**src/rtl/pdm_mod16.sv**
```systemverilog
// pdm_mod16: second-order sigma-delta PDM modulator emulating a PDM microphone.
// Signed 16-bit PCM samples arrive over valid/ready into a one-deep buffer; each
// OSR-bit frame consumes one sample and emits a 1-bit stream with its bit clock.
module pdm_mod16 #(
    parameter int unsigned CLK_DIV = 4,
    parameter int unsigned OSR     = 32
) (
    input  logic               clk,
    input  logic               rst_n,
    input  logic               en,
    input  logic signed [15:0] pcm_in,
    input  logic               pcm_valid,
    output logic               pcm_ready,
    output logic               pdm_clk,
    output logic               pdm_out,
    output logic               underrun
);

    localparam int unsigned PCM_W = 16;
    localparam int unsigned ACC_W = 24;
    // Integrator sums need two guard bits above the 24-bit state before clamping.
    localparam int unsigned SUM_W = ACC_W + 2;
    localparam int unsigned CNT_W = (CLK_DIV > 1) ? $clog2(CLK_DIV) : 1;
    localparam int unsigned BIT_W = (OSR > 1) ? $clog2(OSR) : 1;

    localparam logic [CNT_W-1:0] CNT_LAST = CNT_W'(CLK_DIV - 1);
    localparam logic [CNT_W-1:0] CNT_FALL = CNT_W'(CLK_DIV / 2 - 1);
    localparam logic [BIT_W-1:0] BIT_LAST = BIT_W'(OSR - 1);

    localparam logic signed [SUM_W-1:0] FB_POS  = SUM_W'(32768);
    localparam logic signed [SUM_W-1:0] FB_NEG  = SUM_W'(-32768);
    localparam logic signed [SUM_W-1:0] SAT_MAX = SUM_W'(8388607);
    localparam logic signed [SUM_W-1:0] SAT_MIN = SUM_W'(-8388608);

    // Clamp a guarded sum into the 24-bit integrator range so it never wraps.
    function automatic logic signed [ACC_W-1:0] sat24(input logic signed [SUM_W-1:0] v);
        if (v > SAT_MAX) begin
            return ACC_W'(SAT_MAX);
        end else if (v < SAT_MIN) begin
            return ACC_W'(SAT_MIN);
        end else begin
            return ACC_W'(v);
        end
    endfunction

    // Registered state
    logic [CNT_W-1:0]         r_cnt;
    logic [BIT_W-1:0]         r_bit_cnt;
    logic signed [ACC_W-1:0]  r_i1;
    logic signed [ACC_W-1:0]  r_i2;
    logic signed [PCM_W-1:0]  r_active;
    logic signed [PCM_W-1:0]  r_buf;
    logic                     r_full;
    logic                     r_pcm_ready;
    logic                     r_pdm_clk;
    logic                     r_pdm_out;
    logic                     r_underrun;

    // Combinational helpers
    logic                     w_hs;
    logic                     w_tick;
    logic                     w_fall;
    logic                     w_frame_start;
    logic                     w_load;
    logic                     w_full_next;
    logic signed [PCM_W-1:0]  w_x;
    logic signed [SUM_W-1:0]  w_fb;
    logic signed [SUM_W-1:0]  w_sum1;
    logic signed [SUM_W-1:0]  w_sum2;
    logic signed [ACC_W-1:0]  w_i1_next;
    logic signed [ACC_W-1:0]  w_i2_next;

    // Handshake, divider events and frame boundary decode
    assign w_hs          = pcm_valid && r_pcm_ready;
    assign w_tick        = en && (r_cnt == CNT_LAST);
    assign w_fall        = en && (r_cnt == CNT_FALL);
    assign w_frame_start = w_tick && (r_bit_cnt == '0);
    assign w_load        = w_frame_start && r_full;

    // A handshake only happens with the buffer empty, so it never collides with a load.
    assign w_full_next   = w_hs ? 1'b1 : (w_load ? 1'b0 : r_full);

    // Modulator datapath: the sample loaded at this tick is used immediately.
    assign w_x       = w_load ? r_buf : r_active;
    assign w_fb      = r_pdm_out ? FB_POS : FB_NEG;
    assign w_sum1    = SUM_W'(r_i1) + SUM_W'(w_x) - w_fb;
    assign w_i1_next = sat24(w_sum1);
    assign w_sum2    = SUM_W'(r_i2) + SUM_W'(w_i1_next) - w_fb;
    assign w_i2_next = sat24(w_sum2);

    // One-deep holding buffer; ready mirrors the next empty state so it is registered yet exact.
    always_ff @(posedge clk) begin
        if (!rst_n) begin
            r_buf       <= '0;
            r_full      <= 1'b0;
            r_pcm_ready <= 1'b0;
        end else begin
            if (w_hs) begin
                r_buf <= pcm_in;
            end
            r_full      <= w_full_next;
            r_pcm_ready <= !w_full_next;
        end
    end

    // Active sample: taken from the buffer at a frame start, otherwise held (also while disabled).
    always_ff @(posedge clk) begin
        if (!rst_n) begin
            r_active <= '0;
        end else if (w_load) begin
            r_active <= r_buf;
        end
    end

    // Bit-clock divider: high from the tick edge for CLK_DIV/2 cycles.
    always_ff @(posedge clk) begin
        if (!rst_n) begin
            r_cnt     <= '0;
            r_pdm_clk <= 1'b0;
        end else if (!en) begin
            r_cnt     <= '0;
            r_pdm_clk <= 1'b0;
        end else begin
            if (w_tick) begin
                r_cnt     <= '0;
                r_pdm_clk <= 1'b1;
            end else begin
                r_cnt <= r_cnt + CNT_W'(1);
                if (w_fall) begin
                    r_pdm_clk <= 1'b0;
                end
            end
        end
    end

    // Frame position within the OSR-bit frame, advanced once per tick.
    always_ff @(posedge clk) begin
        if (!rst_n) begin
            r_bit_cnt <= '0;
        end else if (!en) begin
            r_bit_cnt <= '0;
        end else if (w_tick) begin
            r_bit_cnt <= (r_bit_cnt == BIT_LAST) ? '0 : (r_bit_cnt + BIT_W'(1));
        end
    end

    // Integrators and output bit, updated on every tick.
    always_ff @(posedge clk) begin
        if (!rst_n) begin
            r_i1      <= '0;
            r_i2      <= '0;
            r_pdm_out <= 1'b0;
        end else if (!en) begin
            r_i1      <= '0;
            r_i2      <= '0;
            r_pdm_out <= 1'b0;
        end else if (w_tick) begin
            r_i1      <= w_i1_next;
            r_i2      <= w_i2_next;
            r_pdm_out <= (w_i2_next >= 0);
        end
    end

    // Sticky underrun: a frame started with nothing in the buffer; cleared by disable.
    always_ff @(posedge clk) begin
        if (!rst_n) begin
            r_underrun <= 1'b0;
        end else if (!en) begin
            r_underrun <= 1'b0;
        end else if (w_frame_start && !r_full) begin
            r_underrun <= 1'b1;
        end
    end

    assign pcm_ready = r_pcm_ready;
    assign pdm_clk   = r_pdm_clk;
    assign pdm_out   = r_pdm_out;
    assign underrun  = r_underrun;

endmodule

```
**config.mk**
```make
export PLATFORM = sky130hd
export DESIGN_NAME = pdm_mod16
export DESIGN_NICKNAME = d
export VERILOG_FILES = /design/src/rtl/pdm_mod16.sv
export SDC_FILE = /design/constraint.sdc
export NUM_CORES = 1
export LEC_CHECK = 0
export CORE_UTILIZATION = 30
export CTS_CLUSTER_SIZE = 30
export DETAILED_ROUTE_END_ITERATION = 12
export PLACE_DENSITY = 0.56
export SKIP_CTS_REPAIR_TIMING = 1
export SYNTH_ARGS = -nofsm -noshare
export SYNTH_HDL_FRONTEND = slang
export SYNTH_SLANG_ARGS = --single-unit
```
**constraint.sdc**
```tcl
create_clock -name clk -period 9.1 [get_ports clk]
set_input_delay 1.365 -clock clk [delete_from_list [all_inputs] [get_ports clk]]
set_output_delay 1.365 -clock clk [all_outputs]
set_load 0.01 [all_outputs]
```
Word-level counts from Yosys, hierarchy flattened --
Cells that the tools add are included.
Cells by class: add/subtract/negate cells 6, order comparisons 5, equal/unequal tests 3, muxes and demuxes 11, bitwise gates (word level) 2, reduce and logical (&&, ||, !) cells 12
Operator list (number):
- $mux W24 | 4
- $gt A26 B24 Y1 const B | 2
- $lt A26 B24 Y1 const B | 2
- $sub A25 B26 Y26 | 2
- $mux W26 | 1
- $add A24 B16 Y25 | 1
- $add A24 B24 Y25 | 1
- $ge A24 B1 Y1 const B | 1
- $mux W16 | 1
- $logic_and A1 B1 Y1 | 6
- $add A5 B1 Y5 const B | 1
- $eq A5 B5 Y1 const B | 1
- $logic_not A5 Y1 | 1
- $mux W5 | 1
- $mux W1 | 4
- $reduce_or A3 Y1 | 1
- $add A2 B1 Y2 const B | 1
- $eq A2 B1 Y1 const B | 1
- $eq A2 B2 Y1 const B | 1
- $logic_not A1 Y1 | 2
- $not A1 Y1 | 2
- $reduce_and A2 Y1 | 1
- $reduce_bool A2 Y1 | 1
Word-level totals: flip-flop bits (word level) 92, input port bits 20, output and inout port bits 4, word-level logic and storage cells 50

Logic depth before layout (Yosys ltp) --
Gate-level depths: netlist of run 1.
depth after elaboration 16, gate-level depth with buffers 42, gate-level depth less buffers 37

Worst setup path before layout of run 1 --
Ideal clock, no wire load.
kind input to register, start input port en, end register r_i2[4], setup time 0.141 ns, data arrival time 8.808 ns, required time 8.959 ns, setup slack 0.151 ns, stages on the path 35, path buffers 5, cell sequence and2_0 -> buf_2 -> nand3_1 -> clkbuf_1 -> mux2_2 -> ha_1 -> ha_1 -> a21oi_1 -> o21ai_0 -> a21bo_2 -> a211o_1 -> o21ai_0 -> and2_0 -> clkbuf_1 -> nor2_1 -> nor2_1 -> clkbuf_1 -> a21oi_1 -> ha_1 -> inv_1 -> ha_1 -> nor2b_1 -> o21ai_0 -> a21boi_0 -> nor3_1 -> o21ai_0 -> a41o_1 -> a31oi_1 -> o21ai_0 -> a21oi_1 -> nand4b_1 -> a211o_1 -> a31oi_4 -> buf_6 -> a221oi_1
Between the ends: word-level cells in the longest chain between the ends 14, elaborated cells on any way between the ends 17, those cells by class add/sub (4); order compare (4); mux (5); reduce/logical (4)
Ends and longest elaborated chain:
- from (decl) | RTL line 10 | input logic en,
- $logic_and A1 B1 Y1 | RTL line 75 | assign w_tick = en && (r_cnt == CNT_LAST);
- $logic_and A1 B1 Y1 | RTL line 77 | assign w_frame_start = w_tick && (r_bit_cnt == '0);
- $logic_and A1 B1 Y1 | RTL line 78 | assign w_load = w_frame_start && r_full;
- $mux W16
- $add A24 B16 Y25 | RTL line 86 | assign w_sum1 = SUM_W'(r_i1) + SUM_W'(w_x) - w_fb;
- $sub A25 B26 Y26 | RTL line 86
- $lt A26 B24 Y1 | RTL line 39 | end else if (v < SAT_MIN) begin
- $mux W24 | RTL line 39
- $mux W24 | RTL line 37 | if (v > SAT_MAX) begin
- $add A24 B24 Y25 | RTL line 88 | assign w_sum2 = SUM_W'(r_i2) + SUM_W'(w_i1_next) - w_fb;
- $sub A25 B26 Y26 | RTL line 88
- $lt A26 B24 Y1 | RTL line 39
- $mux W24 | RTL line 39
- $mux W24 | RTL line 37
- to (signal assigned) | RTL line 159 | r_i2 <= w_i2_next;
- to (decl) | RTL line 50 | logic signed [ACC_W-1:0] r_i2;
Parallel ways exist; a longest one is shown, timed or not. A chain may end at the register's enable or synchronous reset.

Final worst setup path of run 1 --
start input port en, end register r_i2[3]
Same word-level chain as after synthesis.

==> key figures, run 1 <==
Yosys
  – Instance count of the mapped netlist: 931
  – Yosys top cell area share: 0.249
  – Sequential area share after synthesis: 0.249
  – Adder-Cell Fraction of Synth Area: 0.183
  – #FFs+latches synth: 92
  – Synth area leaders: dfxtp_1, ha_1, nand2_1, a21oi_1, inv_1
  – Synth Area in XOR/XNOR: 0.0486
  – Main combinational cell family by area after synthesis: compound AO/OA/AOI/OAI gates
  – Number of synthesized flops with an enable pin: 0
  – Post-synth top flop: dfxtp_1
  – Post-synth cell types: 68
  – Syn Area/Cell: 7.94 sq um
  – Syn. warnings: 0
  – Synthesized net count: 1050
  – Async set or reset register ratio after synthesis: 0
  – Yosys top cell by area: dfxtp_1
  – Synth Area in Simple Gates: 0.182
  – Mux cell area share after synthesis: 0.0289
  – Area of the mapped netlist: 7400 sq um
  – Compound-cell area share of the yosys netlist: 0.233

Placement
  – Port-buffer cells: 23
  – Detailed Place HPWL: 14400 um
  – GPL Wtd Cong: 0.841
  – Placed cell count: 1294
  – Dpl ws: 13.3 ps

Outcome
  – Status: finished, final reports clean

Setup path
  – Slowest stage cell, crit path: clkdlybuf4s50_1
  – Reg-to-Reg Start: r_bit_cnt[0]
  – Crit-path most repeated cell: ha_1
  – Critical Path End Type: flip-flop
  – Worst Path Arrival: 8860 ps
  – Crit path largest cell delay: 470 ps
  – CP Max Fanout: 16
  – CP Launch Point: en
  – Setup CP Type: in2reg
  – Critical Path Source Type: input pin
  – Worst EP required: 9350 ps
  – Crit path max-delay family: compound AO/OA/AOI/OAI gates
  – Bufs and invs on worst path: 7

CTS
  – Clock Tree Buf Depth: 2
  – TritonCTS clock tree: built
  – Skew-Pair Late Insertion Delay: 360 ps
  – Cts bufs inserted: 9
  – Clock root cell: clkbuf_16
  – H-Tree Level Count: 3
  – Clk sinks: 92
  – Worst-path clk slew: 70 ps

Power
  – Overall power: 0.00106 W
  – Pwr dens: 123 nW/um^2
  – Leak: 3.89 nW
  – Peak supply drop: 0.0835 mV

Routing
  – Drt initial violations: 400
  – Routed len/inst: 14.4 um
  – Detail Route Antenna Nets: 0
  – WL met1: 9590 um
  – Total number of vias: 6444
  – WL final: 18800 um
  – # DRC: 0
  – Met3 Wirelength: 599 um
  – 1st-pass router iterations: 5
  – Vias per inst: 4.92
  – Highest metal used: met4
  – Routed met2 length: 8400 um

STA
  – Final Setup Violations: 0
  – RSZ-0062 raised after global routing: false
  – Max-slew headroom: 0.488
  – Crit share post-route: 0.947
  – Fin worst setup slack: 486 ps
  – Worst-Margin Slew: 768 ps
  – Achievable clock frequency: 116 MHz
  – Fin crit period: 8610 ps
  – Fin. Hold Viols: 0
  – Final setup TNS: 0 ps
  – Worst Skew: 10.1 ps
  – Count of pins over their slew limit: 0

Hold path
  – Tightest Hold Check Type: reg2reg
  – Min-delay src: r_buf[3]

Global routing
  – Largest net degree at the start of global routing: 63
  – First-pass GRT wire length: 31800 um
  – All-Layer GR Usage: 0.154
  – Overflow after GRT: 0
  – Antenna violations before repair: 0
  – Vias in the first global route: 6381

Die
  – Die Ht: 159 um
  – Die W: 159 um
  – Rows: 57
  – Starting density of the core: 0.305
  – Num ports: 24
  – Core ar.: 24200 sq um
  – Die area: 25300 sq um

Finish
  – Layout Nets: 1100
  – Post-route insts no fill: 1310
  – Most common cell after layout, fill and taps aside: nand2_1
  – Share of layout cells above drive strength 1: 0.103
  – Number of diodes: 0
  – Area growth, synth to finish: 16.7%
  – Most frequent cells in the layout: nand2_1, inv_1, dfxtp_1
  – Util after Layout: 0.356

Run
  – Max-Cap Viols: 0
-- worst reg2reg max path, delay by kind of cell (launching register included) --
family	cells	cell delay (ps)
and+or+nand+nor	12	2190
AOI/OAI and AO/OA	12	2560
DFF	1	350
xor gates and xnor gates	1	200
muxes	1	170
adders and majority gates	5	1390
buffers and inverters	7	990
-- metal layers --
metal,track usage,vias to the layer above
met5,0,-
met4,0.0406,0
met3,0.0214,15
met2,0.251,103
met1,0.214,2991
li1,-,3335
-- synth_stat cells, types with 16 or more instances --
cell type and number:
clkbuf_1 30, nor2b_1 26, nand2_1 109, xnor2_1 26, a211oi_1 20, o21ai_0 40, ha_1 84, a21o_1 16
a21oi_1 78, nor2_1 61, dfxtp_1 92, mux2i_1 18, inv_1 102, a21boi_0 21
-- state kept, by name, summed over array words and instances (netlist names) --
register   count
r_cnt          2
r_i2          24
pdm_clk        1
pcm_ready      1
r_bit_cnt      5
underrun       1
r_i1          24
r_active      16
r_buf         16
pdm_out        1
r_full         1
-- stage by stage --
stage,cell area (sq um),hold slack (ps)
finish,8630,468
global route,8630,496
CTS,8600,470
detailed placement,8310,459
global placement,8310,452
floorplan,7400,439
-- final timing paths --
kind,end,slack (ps),cells past startpoint
min reg2reg,r_buf[3],470,2
min,r_buf[3],470,2
max,r_i2[3],490,37
max reg2reg,r_i2[3],1210,38
-- power breakdown --
group / switching (W) / internal [W] / total [W]
logic: 0.000150 / 0.000122 / 0.000272
registers: 0.00000360 / 0.000408 / 0.000411
clock network: 0.000188 / 0.000192 / 0.000381
-- layout make-up --
cell class / count / area [sq um]
fill: 2594 / 15600
multi-input combinational: 696 / 5030
sequential: 92 / 1840
timing repair buffer: 79 / 676
tap: 324 / 405
inverter: 103 / 387
clock buffer: 9 / 225
clock inverter: 7 / 65.1
-- cells by family after synthesis --
family          count (synthesis)
fa+ha+maj                      99
flops                          92
buf+inv                       143
compound gates                255
simple gates                  280
mux                            21
xor+xnor                       41
(Power assumes the default switching activity.)
==> run 2: changes to the inputs <==
Settings changed: ABC_AREA set to 0, ABC_CLOCK_PERIOD_IN_PS set to 9100, CORE_MARGIN set to 10.
==> run 2 against run 1 <==
Largest cell class unchanged; routed wire length is 0.16% higher; setup slack gained 29 ps; via count down 0.84%; core utilization fell by 0.24 points; first-iteration DRC count fell by 11%; non-clock buffer count decreased by 10; hold slack worse by 1.6 ps; critical endpoint is now r_i2[0]; sequential power is essentially flat; sequential share of layout area rose by 0.081 points; design area down 0.38%; register-to-register slack gained 80 ps.
==> key figures, run 2 (synthesis gave the netlist of run 1 again) <==
Outcome
  – Status: finished, final reports clean (unchanged)

Setup path
  – CP Max Fanout: 10 (was 16)
  – R2r setup slk: 1290 ps (was 1210 ps)
  – Worst r2r path cells: 30 (was 38)
  – R2r endpoint: r_i2[0] (was r_i2[3])
  – Slowest stage cell, crit path: clkdlybuf4s50_1 (unchanged)
  – CP Launch Point: en (unchanged)
  – Setup CP Type: in2reg (unchanged)
  – Worst Path Arrival: 8820 ps (was 8860 ps)
  – Worst EP required: 9340 ps (was 9350 ps)
  – Critical Path Source Type: input pin (unchanged)
  – Crit path largest cell delay: 470 ps (about the same)
  – Critical Path End Type: flip-flop (unchanged)
  – Reg-to-Reg Start: r_bit_cnt[0] (unchanged)

STA
  – Fin crit period: 8590 ps (was 8610 ps)
  – Final Hold Slack: 466 ps (was 468 ps)
  – Worst-Margin Slew: 775 ps (was 768 ps)
  – Fin. Hold Viols: 0 (unchanged)
  – Final Setup Violations: 0 (unchanged)
  – Crit share post-route: 0.943 (was 0.947)
  – Max-slew headroom: 0.483 (was 0.488)
  – Worst Skew: 9.61 ps (was 10.1 ps)
  – Count of pins over their slew limit: 0 (unchanged)
  – RSZ-0062 raised after global routing: false (unchanged)
  – Achievable clock frequency: 116 MHz (about the same)
  – Fin worst setup slack: 515 ps (was 486 ps)

Placement
  – Dpl ws: -4.43 ps (was 13.3 ps)
  – Port-buffer cells: 23 (unchanged)
  – GPL Wtd Cong: 0.868 (was 0.841)
  – Detailed Place HPWL: 14500 um (was 14400 um)

Hold path
  – Hold Path Depth: 2 (unchanged)
  – Tightest Hold Check Type: reg2reg (unchanged)
  – Min-delay src: r_buf[3] (unchanged)
  – Hold EP: r_buf[3] (unchanged)

Routing
  – Total number of vias: 6390 (was 6444)
  – Routed len/inst: 14.5 um (was 14.4 um)
  – Vias per inst: 4.92 (about the same)
  – 1st-pass router iterations: 7 (was 5)
  – Drt initial violations: 357 (was 400)
  – # DRC: 0 (unchanged)
  – WL final: 18900 um (was 18800 um)
  – Detail Route Antenna Nets: 0 (unchanged)

Power
  – Overall power: 0.00107 W (was 0.00106 W)
  – Leak: 3.87 nW (was 3.89 nW)
  – Net load switching power: 0.000348 W (was 0.000341 W)
  – Proportion of power drawn by the clock network: 0.364 (was 0.358)
  – Pwr dens: 125 nW/um^2 (was 123 nW/um^2)
  – Sw frac: 0.325 (was 0.321)
  – Combinational share of power: 0.252 (was 0.256)
  – P_int: 0.000723 W (about the same)
  – Peak supply drop: 0.0775 mV (was 0.0835 mV)
  – Reg power frac: 0.384 (was 0.387)

Die
  – Starting density of the core: 0.304 (was 0.305)
  – Core ar.: 24300 sq um (was 24200 sq um)
  – Die area: 31300 sq um (was 25300 sq um)
  – Rows: 57 (unchanged)
  – Num ports: 24 (unchanged)
  – Die W: 177 um (was 159 um)
  – Die Ht: 177 um (was 159 um)

CTS
  – Clk sinks: 92 (unchanged)
  – H-Tree Level Count: 3 (unchanged)
  – Clock Tree Buf Depth: 2 (unchanged)
  – TritonCTS clock tree: built (unchanged)
  – Cts bufs inserted: 9 (unchanged)
  – Worst-path clk slew: 80 ps (was 70 ps)
  – Skew-Pair Late Insertion Delay: 360 ps (about the same)
  – Clock root cell: clkbuf_16 (unchanged)

Global routing
  – Vias in the first global route: 6185 (was 6381)
  – Overflow after GRT: 0 (unchanged)
  – All-Layer GR Usage: 0.121 (was 0.154)
  – Antenna violations before repair: 0 (unchanged)
  – Largest net degree at the start of global routing: 63 (unchanged)
  – First-pass GRT wire length: 31100 um (was 31800 um)

Finish
  – Most frequent cells in the layout: nand2_1, inv_1, dfxtp_1 (unchanged)
  – Largest registers: r_i1 (24), r_i2 (24) (unchanged)
  – Area of the multi-input gates: 5060 sq um (was 5030 sq um)
  – Share of layout cells above drive strength 1: 0.0973 (was 0.103)
  – Most common cell after layout, fill and taps aside: nand2_1 (unchanged)
  – Area growth, synth to finish: 16.2% (was 16.7%)
  – FF+latch area: 1840 sq um (unchanged)
  – Number of diodes: 0 (unchanged)
  – Filler cells: 2570 (was 2594)
  – Layout Nets: 1090 (was 1100)

Run
  – Max-Cap Viols: 0 (unchanged)
-- run 2: cell type report --
class | instances | share of cell area
well taps | 324 | 0.0472
clock buffers | 9 | 0.0262
clock inverters | 7 | 0.00946
inverters | 103 | 0.0450
multi-input cells | 696 | 0.588
flip-flops and latches | 92 | 0.214
repair buffers | 69 | 0.0699
-- run 2: worst max path at each step --
stage | to | slack [ps] | cells past startpoint
CTS | r_i2[9] | 360 | 33
finish | r_i2[0] | 510 | 29
global route | r_i2[2] | 10 | 34
global placement | r_i2[1] | 170 | 33
floorplan | r_i2[4] | 150 | 35
detailed placement | r_i2[9] | -4 | 35
-- run 2: power groups by stage --
stage | clock (W) | sequential (W) | combinational [W]
after global placement | 0 | 0.000421 | 0.000266
final | 0.000390 | 0.000411 | 0.000270
after global routing | 0.000420 | 0.000412 | 0.000300
after floorplan | 0 | 0.000420 | 0.000186
after detailed placement | 0 | 0.000421 | 0.000265
after CTS | 0.000406 | 0.000411 | 0.000268
-- run 2: critical path, delay by kind of cell --
family,cells,cell delay (ps)
and+or+nand+nor,8,1710
adders and majority gates,4,1440
buffers and inverters,3,800
muxes,1,420
AOI/OAI and AO/OA,13,3080
-- run 2: routing by layer --
layer	track usage	share of wire	vias to the layer above
met1	0.167	0.51	2973
met3	0.0243	0.037	6
met2	0.194	0.45	89
met5	0	0	-
met4	0.0200	0.0055	0
li1	-	-	3322
-- run 2: through the flow --
stage                     setup TNS, ps  utilization  std cells  area (sq um)
after floorplan                       0            -        931          7400
after global routing                  0        0.354       1300          8600
final                                 0        0.354       1300          8600
after global placement                0        0.338       1284          8230
after CTS                             0        0.351       1300          8540
after detailed placement          -4.43        0.338       1284          8230
==> run 3: changes to the inputs <==
==> constraint.sdc (replaced) <==
create_clock -name clk -period 9.1 [get_ports clk]
set_input_delay 1.365 -clock clk [delete_from_list [all_inputs] [get_ports clk]]
set_output_delay 1.365 -clock clk [all_outputs]
set_load 0.1 [all_outputs]
==> results of run 3 <==
The final DEF is identical to that of run 2. Status: finished, final reports clean.
Main changes from that run: worst IR drop on VDD 0.0775 mV -> 0.0776 mV
